**src/rtl/cw305_axil_pkg.sv**
```systemverilog
`default_nettype none
// +----------------------------------------------------------------------------+
// | cw305_axil_pkg                                                             |
// | Register map, CTRL/STATUS bit positions and shared types for the mailbox.  |
// | Revision: 1.0                                                              |
// +----------------------------------------------------------------------------+
package cw305_axil_pkg;

  typedef logic [127:0] word128_t;

  localparam logic [7:0] C_OFF_CTRL    = 8'h00;
  localparam logic [7:0] C_OFF_STATUS  = 8'h04;
  localparam logic [7:0] C_OFF_KEY0    = 8'h10;
  localparam logic [7:0] C_OFF_TEXT0   = 8'h20;
  localparam logic [7:0] C_OFF_CIPHER0 = 8'h30;

  localparam int C_CTRL_DONE      = 0;
  localparam int C_CTRL_IE        = 1;
  localparam int C_STATUS_PENDING = 0;
  localparam int C_STATUS_OVERRUN = 1;

  function automatic logic [31:0] strb_merge(input logic [31:0] old_val,
                                             input logic [31:0] new_val,
                                             input logic [3:0]  strb);
    logic [31:0] res;
    res = old_val;
    for (int b = 0; b < 4; b++) begin
      if (strb[b]) res[8*b +: 8] = new_val[8*b +: 8];
    end
    return res;
  endfunction

endpackage
`default_nettype wire

```
**src/rtl/cw305_axil_if.sv**
```systemverilog
`default_nettype none
// +----------------------------------------------------------------------------+
// | cw305_axil_if                                                              |
// | AXI4-Lite slave handshakes: independent AW/W latching, one write in flight,|
// | registered single-beat read response.                                      |
// | Revision: 1.0                                                              |
// +----------------------------------------------------------------------------+
module cw305_axil_if (
  input  logic        clk,
  input  logic        reset,
  input  logic        i_awvalid,
  output logic        o_awready,
  input  logic [31:0] i_awaddr,
  input  logic        i_wvalid,
  output logic        o_wready,
  input  logic [31:0] i_wdata,
  input  logic [3:0]  i_wstrb,
  output logic        o_bvalid,
  input  logic        i_bready,
  input  logic        i_arvalid,
  output logic        o_arready,
  input  logic [31:0] i_araddr,
  output logic        o_rvalid,
  input  logic        i_rready,
  output logic [31:0] o_rdata,
  output logic        o_wr_en,
  output logic [31:0] o_wr_addr,
  output logic [31:0] o_wr_data,
  output logic [3:0]  o_wr_strb,
  output logic [31:0] o_rd_addr,
  input  logic [31:0] i_rd_data
);

  logic        r_aw_full;
  logic        r_w_full;
  logic        r_bvalid;
  logic        r_rvalid;
  logic [31:0] r_awaddr;
  logic [31:0] r_wdata;
  logic [3:0]  r_wstrb;
  logic [31:0] r_rdata;
  logic        w_aw_fire;
  logic        w_w_fire;
  logic        w_ar_fire;

  assign o_awready = !reset && !r_aw_full && !r_bvalid;
  assign o_wready  = !reset && !r_w_full && !r_bvalid;
  assign o_arready = !reset && !r_rvalid;
  assign w_aw_fire = i_awvalid && o_awready;
  assign w_w_fire  = i_wvalid && o_wready;
  assign w_ar_fire = i_arvalid && o_arready;

  // Both halves latched: the register file commits on this edge and B rises with it.
  assign o_wr_en   = r_aw_full && r_w_full;
  assign o_wr_addr = r_awaddr;
  assign o_wr_data = r_wdata;
  assign o_wr_strb = r_wstrb;
  assign o_rd_addr = i_araddr;
  assign o_bvalid  = r_bvalid;
  assign o_rvalid  = r_rvalid;
  assign o_rdata   = r_rdata;

  always_ff @(posedge clk) begin
    if (reset) begin
      r_aw_full <= 1'b0;
      r_w_full  <= 1'b0;
      r_bvalid  <= 1'b0;
      r_rvalid  <= 1'b0;
      r_awaddr  <= '0;
      r_wdata   <= '0;
      r_wstrb   <= '0;
      r_rdata   <= '0;
    end else begin
      if (w_aw_fire) begin
        r_aw_full <= 1'b1;
        r_awaddr  <= i_awaddr;
      end else if (o_wr_en) begin
        r_aw_full <= 1'b0;
      end
      if (w_w_fire) begin
        r_w_full <= 1'b1;
        r_wdata  <= i_wdata;
        r_wstrb  <= i_wstrb;
      end else if (o_wr_en) begin
        r_w_full <= 1'b0;
      end
      if (o_wr_en)       r_bvalid <= 1'b1;
      else if (i_bready) r_bvalid <= 1'b0;
      if (w_ar_fire) begin
        r_rvalid <= 1'b1;
        r_rdata  <= i_rd_data;
      end else if (i_rready) begin
        r_rvalid <= 1'b0;
      end
    end
  end

endmodule
`default_nettype wire

```
**src/rtl/cw305_axil_mailbox.sv**
```systemverilog
`default_nettype none
// +----------------------------------------------------------------------------+
// | cw305_axil_mailbox                                                         |
// | AXI4-Lite mailbox between the core and the CW305 register block.           |
// | Option macro: CW305_AXIL_IRQ_EN enables CTRL.IE and irq_out.               |
// | Revision: 1.0                                                              |
// +----------------------------------------------------------------------------+
module cw305_axil_mailbox import cw305_axil_pkg::*; #(
  parameter logic [31:0] BASE_ADDR = 32'h2000_0000
) (
  input  logic         clk,
  input  logic         reset,
  input  logic         mem_axi_awvalid,
  output logic         mem_axi_awready,
  input  logic [31:0]  mem_axi_awaddr,
  input  logic [2:0]   mem_axi_awprot,
  input  logic         mem_axi_wvalid,
  output logic         mem_axi_wready,
  input  logic [31:0]  mem_axi_wdata,
  input  logic [3:0]   mem_axi_wstrb,
  output logic         mem_axi_bvalid,
  input  logic         mem_axi_bready,
  input  logic         mem_axi_arvalid,
  output logic         mem_axi_arready,
  input  logic [31:0]  mem_axi_araddr,
  input  logic [2:0]   mem_axi_arprot,
  output logic         mem_axi_rvalid,
  input  logic         mem_axi_rready,
  output logic [31:0]  mem_axi_rdata,
  input  logic         cw_start,
  input  logic [127:0] cw_key,
  input  logic [127:0] cw_text,
  output logic [127:0] cw_cipher,
  output logic         cw_busy,
  output logic         irq_out
);

  logic        w_wr_en;
  logic [31:0] w_wr_addr;
  logic [31:0] w_wr_data;
  logic [3:0]  w_wr_strb;
  logic [31:0] w_rd_addr;
  logic [31:0] w_rd_data;
  logic        w_wr_hit;
  logic        w_rd_hit;
  logic [5:0]  w_wr_word;
  logic [5:0]  w_rd_word;
  logic        w_ctrl_wr;
  logic        w_done;
  logic        w_ovr_clr;
  logic        w_accept;
  logic        w_ie;
  logic        w_unused;
  word128_t    r_key;
  word128_t    r_text;
  word128_t    r_cipher;
  logic        r_pending;
  logic        r_overrun;

  cw305_axil_if u_if (
    .clk       (clk),
    .reset     (reset),
    .i_awvalid (mem_axi_awvalid),
    .o_awready (mem_axi_awready),
    .i_awaddr  (mem_axi_awaddr),
    .i_wvalid  (mem_axi_wvalid),
    .o_wready  (mem_axi_wready),
    .i_wdata   (mem_axi_wdata),
    .i_wstrb   (mem_axi_wstrb),
    .o_bvalid  (mem_axi_bvalid),
    .i_bready  (mem_axi_bready),
    .i_arvalid (mem_axi_arvalid),
    .o_arready (mem_axi_arready),
    .i_araddr  (mem_axi_araddr),
    .o_rvalid  (mem_axi_rvalid),
    .i_rready  (mem_axi_rready),
    .o_rdata   (mem_axi_rdata),
    .o_wr_en   (w_wr_en),
    .o_wr_addr (w_wr_addr),
    .o_wr_data (w_wr_data),
    .o_wr_strb (w_wr_strb),
    .o_rd_addr (w_rd_addr),
    .i_rd_data (w_rd_data)
  );

  assign w_unused  = &{1'b0, mem_axi_awprot, mem_axi_arprot, w_wr_addr[1:0], w_rd_addr[1:0]};
  assign w_wr_hit  = w_wr_en && (w_wr_addr[31:8] == BASE_ADDR[31:8]);
  assign w_rd_hit  = (w_rd_addr[31:8] == BASE_ADDR[31:8]);
  assign w_wr_word = w_wr_addr[7:2];
  assign w_rd_word = w_rd_addr[7:2];
  assign w_ctrl_wr = w_wr_hit && (w_wr_word == C_OFF_CTRL[7:2]) && w_wr_strb[0];
  assign w_ovr_clr = w_wr_hit && (w_wr_word == C_OFF_STATUS[7:2]) && w_wr_strb[0]
                     && w_wr_data[C_STATUS_OVERRUN];
  assign w_done    = w_ctrl_wr && w_wr_data[C_CTRL_DONE] && r_pending;
  // A DONE landing with a start frees the slot in time, so the new job is taken cleanly.
  assign w_accept  = cw_start && (!r_pending || w_done);

  assign cw_cipher = r_cipher;
  assign cw_busy   = r_pending;

  always_ff @(posedge clk) begin
    if (reset) begin
      r_key     <= '0;
      r_text    <= '0;
      r_cipher  <= '0;
      r_pending <= 1'b0;
      r_overrun <= 1'b0;
    end else begin
      if (w_wr_hit && (w_wr_word[5:2] == C_OFF_CIPHER0[7:4])) begin
        r_cipher[{w_wr_word[1:0], 5'b0} +: 32] <=
          strb_merge(r_cipher[{w_wr_word[1:0], 5'b0} +: 32], w_wr_data, w_wr_strb);
      end
      if (w_accept) begin
        r_key     <= cw_key;
        r_text    <= cw_text;
        r_pending <= 1'b1;
      end else if (w_done) begin
        r_pending <= 1'b0;
      end
      if (cw_start && !w_accept) r_overrun <= 1'b1;
      else if (w_ovr_clr)        r_overrun <= 1'b0;
    end
  end

`ifdef CW305_AXIL_IRQ_EN
  logic r_ie;
  logic r_irq;

  always_ff @(posedge clk) begin
    if (reset) begin
      r_ie  <= 1'b0;
      r_irq <= 1'b0;
    end else begin
      if (w_ctrl_wr) r_ie <= w_wr_data[C_CTRL_IE];
      r_irq <= r_pending && r_ie;
    end
  end

  assign w_ie    = r_ie;
  assign irq_out = r_irq;
`else
  assign w_ie    = 1'b0;
  assign irq_out = 1'b0;
`endif

  // Read data is taken from current state, so a same-edge write is not visible.
  always_comb begin
    w_rd_data = '0;
    if (w_rd_hit) begin
      if (w_rd_word == C_OFF_CTRL[7:2]) begin
        w_rd_data[C_CTRL_IE] = w_ie;
      end else if (w_rd_word == C_OFF_STATUS[7:2]) begin
        w_rd_data[C_STATUS_PENDING] = r_pending;
        w_rd_data[C_STATUS_OVERRUN] = r_overrun;
      end else if (w_rd_word[5:2] == C_OFF_KEY0[7:4]) begin
        w_rd_data = r_key[{w_rd_word[1:0], 5'b0} +: 32];
      end else if (w_rd_word[5:2] == C_OFF_TEXT0[7:4]) begin
        w_rd_data = r_text[{w_rd_word[1:0], 5'b0} +: 32];
      end else if (w_rd_word[5:2] == C_OFF_CIPHER0[7:4]) begin
        w_rd_data = r_cipher[{w_rd_word[1:0], 5'b0} +: 32];
      end
    end
  end

endmodule
`default_nettype wire
```
**config.mk**
```make
export PLATFORM = sky130hd
export DESIGN_NAME = cw305_axil_mailbox
export DESIGN_NICKNAME = d
export VERILOG_FILES = /design/src/rtl/cw305_axil_pkg.sv /design/src/rtl/cw305_axil_if.sv /design/src/rtl/cw305_axil_mailbox.sv
export SDC_FILE = /design/constraint.sdc
export NUM_CORES = 1
export LEC_CHECK = 0
export ABC_AREA = 1
export ABC_CLOCK_PERIOD_IN_PS = 2300
export CAP_MARGIN = 10
export CORE_MARGIN = 8
export CORE_UTILIZATION = 58
export DETAILED_ROUTE_END_ITERATION = 7
export DONT_BUFFER_PORTS = 1
export HOLD_SLACK_MARGIN = 0.02
export PLACE_DENSITY = 0.83
export SLEW_MARGIN = 40
export SYNTH_ARGS = -nofsm -noshare
export SYNTH_HDL_FRONTEND = slang
export SYNTH_SLANG_ARGS = --single-unit
```
**constraint.sdc**
```tcl
create_clock -name clk -period 2.3 [get_ports clk]
set_input_delay 0.46 -clock clk [delete_from_list [all_inputs] [get_ports clk]]
set_output_delay 0.46 -clock clk [all_outputs]
set_load 0.05 [all_outputs]
```
==> reports/results.ini, run 1 <==
[critical_path]
crit_type=input pin to register
required_ns=2.86
setup.worst_path.start_class=input pin
worst-path-max-fanout=154
crit_arrival_ns=2.77
cp-end-kind=register

[synth]
ys_warn_count=0
synth_top_cell_area_share=0.376
synthXorXnorAreaFrac=0
synthMostInstantiatedCell=nand2_1
syn-num-nets=4383
synth_commonest_cells=nand2_1 (991), nor2_1 (728), dfxtp_1 (488), a21oi_1 (368), inv_1 (303)
synth_edf_count=0
synth.avg_cell_area_sq_um=6.48
synthCells=4009
ys_ff_latch=488
synthSimpleGateAreaFrac=0.393
ys_seq_area_frac=0.376
synth-main-ff-cell=dfxtp_1
synth_top_family_by_area=simple AND/OR/NAND/NOR gates
synth_top_cell_by_area=dfxtp_1
synth.distinct_cells=31
synthesis.area_sq_um=26000
synthAdderAreaFrac=0.00193
muxShareOfSynthArea=0
synth_compound_gate_area_share=0.121
synthArstFlopShare=0
ys_top_cells_by_area=dfxtp_1 (38%), nand2_1 (14%), nor2_1 (11%)

[timing]
min_period_ns=2.21
tightestPinTransition_ns=0.814
fmax_mhz=452
clock-skew-final_ns=0.0243
relSlewSlack=0.457
holdWs_ns=-0.0102
grt_setup_unrepaired=no
slew_violations=0
fin_crit_sh=0.963
setup-tns-final_ns=0
final-setup-viol-count=0
finalHoldViolCount=10

[power_and_ir_drop]
cellLeakagePower_nw=13.0
max-vdd-ir-drop_v=0.000691
p_per_area_nw_per_um2=681

[drt]
wire_per_inst_microns=20.0
drt_pass1_iterations=6
drt_iter0_markers=3416
viasPerCell=5.77
ant_nets=0
drcViolationCount=0
wirelength_microns=93000
vias=26908

[cells_and_area]
fill_cells=3810
stdcell_area_sq_um=29200
utilization=0.659
drive_above_1_share=0.0759
design.final.nets=4370
syn_to_final_growth_pct=12.3

[run_status]
status=finished, violations left
failed_checks=hold timing

[global_routing]
grt_pass1_wl_microns=139000
grt_usage=0.342
antenna_found_initial=45
grt_max_degree=500
grt_pass1_vias=24096
gr-total-overflow=0

[cts]
cts_root_buf=clkbuf_16
cts_made_buffers=51
cts_sinks=488
cts_tree=yes
cts.path.max_buffers=3
htree_levels=2
clk_pin_slew_ns=0.07
clk_latency_ns=0.62

[placement]
dp_hpwl_microns=62500
gp_congestion=0.901
place_area_sq_um=27000
port_buffers=0

[floorplan]
core-area_sq_um=44200
num_rows=77
die_w_microns=228
die-area_sq_um=51800
initial_core_util=0.587
io_pins=537
dieHeight_microns=228

[min_path]
hp-class=input pin to register

[flow_run]
maxCapViolCount=0

## critical path, cell delays in order
cell and delay, ns:
inv_2 0.18, nand2_2 0.33, nor2_1 0.18, nor2_1 0.06
nand2_1 0.22, nand3_1 0.30, nand2_1 0.14, nand3_1 0.07
a21oi_1 0.17, dlygate4sd3_1 0.55
## what timing repair did
item | CTS | global route
hold buffers | 44 | 2
buffers inserted | 0 | 0
endpoints found under the setup margin | 0 | 13
endpoints found under the hold margin | 171 | 112
resized for setup | 0 | 1
## cell families (layout without fill, tap and decap cells)
family | count (synthesis) | count (layout)
simple gates | 2319 | 2319
buf+inv | 632 | 654
compound gates | 565 | 565
fa+ha+maj | 4 | 4
flops | 488 | 488
other cells | 1 | 40
## layer usage
| metal | GRT usage | vias up | wire length [microns] |
|---|---|---|---|
| li1 | - | 12924 | - |
| met1 | 0.429 | 12132 | 35700 |
| met2 | 0.540 | 1546 | 42000 |
| met3 | 0.0940 | 288 | 10900 |
| met4 | 0.162 | 18 | 4400 |
| met5 | 0 | - | 126 |
## cells in the final DEF (no fill, tap or decap), types with 2 or more instances in the layout
cell type	n
nor2_1	724
inv_1	300
ha_1	4
buf_4	187
a21oi_1	368
o221ai_1	29
nor4_1	2
nand3_1	284
nor2_2	2
nand4_1	46
nor3_1	3
dlygate4sd3_1	46
dfxtp_1	487
nand2_1	989
clkinv_2	8
clkbuf_16	51
clkinv_1	5
o211ai_1	87
diode_2	39
inv_2	5
buf_12	22
clkbuf_8	11
nand3b_1	256
nor2_4	3
o21ai_0	80
clkbuf_1	13
clkinv_8	2
nor3_2	2
nand2_2	3
## worst paths after layout
| kind | startpoint | to | slack (ns) | depth (start not counted) |
|---|---|---|---|---|
| setup / recovery | mem_axi_araddr[2] | u_if.o_rdata[17] | 0.09 | 10 |
| hold reg to reg | u_if.o_wr_data[30] | u_if.o_wr_data[30] | 0.45 | 2 |
| setup reg to reg | cw_cipher[47] | u_if.o_rdata[15] | 0.16 | 10 |
| hold / removal | reset | u_if.o_rdata[23] | -0.01 | 1 |
## report_power, final
part           internal (mW)  switching, mW
sequential              8.89          0.223
clock                   4.56           3.51
combinational          0.961           1.72
## state kept, by name, summed over array words and instances (netlist names), 4 cells and up
signal / cells
cw_cipher: 128
r_key: 128
r_text: 128
u_if.o_rdata: 32
u_if.o_wr_addr: 30
u_if.o_wr_data: 32
u_if.o_wr_strb: 4
## stage by stage
stage	hold WS, ns	instances	total power, mW	setup WS, ns
floorplan	0.429	4009	11.4	0.0239
finish	-0.0102	4662	19.9	0.0861
detailed placement	0.445	4489	11.9	0.0647
CTS	-0.0958	4621	19.9	0.0275
global placement	0.441	4489	11.8	0.105
global route	-0.0743	4649	20.6	0.0441
## cell type report
cell class | instances | area, sq um | area share
clock inverter | 13 | 131 | 0.00450
antenna | 39 | 97.6 | 0.00335
tap | 592 | 741 | 0.0254
sequential | 488 | 9770 | 0.335
multi-input combinational | 2889 | 13500 | 0.462
inverter | 311 | 1170 | 0.0403
clock buffer | 75 | 1480 | 0.0506
timing repair buffer | 255 | 2300 | 0.0790
No activity file was read; power rests on OpenSTA's default activity.
==> run 2, diff against run 1 <==
- GPL_TIMING_DRIVEN: not set -> 0
- MAX_ROUTING_LAYER: not set -> met4
==> run 2 against run 1 <==
- the run now ends clean
- global-route usage rose by 6.4 points
- combinational power grew 22%
- die area is the same
- flip-flop and latch count stayed put
- utilization shrank 0.58 points
- first-iteration DRC count shrank 2.0%
==> reports/results.ini, run 2 (synthesis gave the netlist of run 1 again) <==
[run_status]
status=finished clean

[power_and_ir_drop]
cellLeakagePower_nw=12.5  ; -4.3%
max-vdd-ir-drop_v=0.000566  ; -18%
swShare=0.293  ; +0.0180
clockPowerShare=0.399  ; -0.007
p_switching_mw=6.07  ; +11%
internal_power_mw=14.7  ; +1.7%
p_per_area_nw_per_um2=717  ; +5.2%
seq_power_share=0.442  ; -0.017
p_comb_frac=0.159  ; +0.024
finalPower_mw=20.7  ; +4.3%

[floorplan]
dieHeight_microns=228  ; unchanged
die-area_sq_um=51800  ; unchanged
initial_core_util=0.587  ; unchanged
die_w_microns=228  ; unchanged
num_rows=77  ; unchanged
core-area_sq_um=44200  ; unchanged
io_pins=537  ; unchanged

[global_routing]
grt_usage=0.405  ; +0.0636
grt_pass1_wl_microns=155000  ; +11%
grt_max_degree=14  ; -97%
gr-total-overflow=0  ; unchanged
antenna_found_initial=53  ; +18%
grt_pass1_vias=25746  ; +6.8%

[critical_path]
crit_path_top_delay_cell=nor3_4
required_ns=2.78  ; -0.08 ns
crit_arrival_ns=2.75  ; -0.02 ns
crit_type=register to register
crit_chain=nor3_4, nand2_4, clkbuf_1, o21ai_1, a21oi_1
cp_slowest_stage_delay_ns=0.58  ; +0.03 ns
worst-path-max-fanout=10  ; -94%
cp-end-kind=register
setup.worst_path.start_class=register

[timing]
fin_ws_ns=0.0296  ; -0.0566 ns
setup-tns-final_ns=0  ; unchanged
relSlewSlack=0.412  ; -0.0452
min_period_ns=2.27  ; +0.0566 ns
finalHoldViolCount=0  ; -10
clock-skew-final_ns=0.0226  ; -0.00171 ns
slew_violations=0  ; unchanged
fmax_mhz=440  ; -2.5%
fin_crit_sh=0.987  ; +0.0246
final-setup-viol-count=0  ; unchanged
tightestPinTransition_ns=0.880  ; +0.0666 ns

[placement]
place_area_sq_um=26700  ; -0.99%
dp_slack_ns=-1.24  ; -1.30 ns
gp_congestion=1.03  ; +14%
dp_hpwl_microns=82600  ; +32%
port_buffers=0  ; unchanged

[cts]
htree_levels=2  ; unchanged
clk_latency_ns=0.62  ; about the same
cts_root_buf=clkbuf_16
cts_sinks=488  ; unchanged
cts.path.max_buffers=3  ; unchanged
clk_pin_slew_ns=0.06  ; about the same
cts_tree=yes
cts_made_buffers=51  ; unchanged

[drt]
ant_nets=0  ; unchanged
drt_iter0_markers=3349  ; -2.0%
wire_per_inst_microns=22.6  ; +13%
drt_pass1_iterations=6  ; unchanged
vias=28025  ; +4.2%
drcViolationCount=0  ; unchanged
viasPerCell=5.87  ; +1.7%
wirelength_microns=108000  ; +16%

[flow_run]
maxCapViolCount=0  ; unchanged

[cells_and_area]
fill_cells=4147  ; +8.8%
final_common_cell=nand2_1
stdcell_area_sq_um=28900  ; -0.88%
utilization=0.654  ; -0.00577
syn_to_final_growth_pct=11.3
drive_above_1_share=0.0549  ; -0.0210
layout_common_cells=nand2_1 (989), nor2_1 (728), dfxtp_1 (485), a21oi_1 (368), inv_1 (301)
design.final.nets=4454  ; +1.9%

[min_path]
hp-class=input pin to register

[run 2: critical path: cells and delay by family (launching register included)]
kind,cells,cell delay (ns)
AO/OA/AOI/OAI,2,0.41
AND/OR/NAND/NOR,2,0.89
buffers and inverters,1,0.40
flip-flops,1,0.44
[run 2: cell type report]
type,count,area (sq um),share of cell area
clock inverter,17,223,0.00770
buffer,318,1720,0.0596
antenna,68,170,0.00589
inverter,311,1170,0.0406
sequential,488,9770,0.338
multi-input combinational,2889,13500,0.467
timing repair buffer,21,213,0.00736
clock buffer,71,1400,0.0485
tap,592,741,0.0256
[run 2: per-layer routing]
metal / global-route usage / vias to the layer above / part of all wire
met2: 0.631 / 1807 / 0.45
met4: 0.218 / 0 / 0.060
met1: 0.464 / 12734 / 0.35
li1: - / 13138 / -
met5: - / - / 0
met3: 0.125 / 346 / 0.14
[run 2: path summary, 6_finish.rpt]
path / slack, ns / cells past startpoint / startpoint / endpoint
hold / removal: 0.03 / 2 / mem_axi_awaddr[11] / u_if.o_wr_addr[11]
setup / recovery: 0.03 / 5 / u_if.o_bvalid / u_if.o_wr_strb[2]
setup reg to reg: 0.03 / 5 / u_if.o_bvalid / u_if.o_wr_strb[2]
hold reg to reg: 0.46 / 2 / u_if.o_wr_data[4] / u_if.o_wr_data[4]
[run 2: power by group through the flow]
stage / Sequential (mW) / Combinational [mW] / Clock [mW]
after floorplan: 9.25 / 2.20 / 0
after global placement: 9.31 / 3.03 / 0
after detailed placement: 9.32 / 3.08 / 0
after CTS: 9.14 / 3.18 / 8.23
after global routing: 9.19 / 3.55 / 8.55
final: 9.16 / 3.29 / 8.28
[run 2: what timing repair did]
action,4_1_cts,5_1_grt
endpoints found under the hold margin,10,0
resized for setup,63,38
setup endpoints to repair,453,300
pin swaps,5,2
setup buffers,7,2
hold buffers,10,0
cloned,2,0
[run 2: metrics by stage]
stage,hold slack (ns),cells
floorplan,0.429,4009
CTS,0.0217,4708
global route,0.0451,4758
global placement,0.442,4601
finish,0.0319,4775
detailed placement,0.447,4601
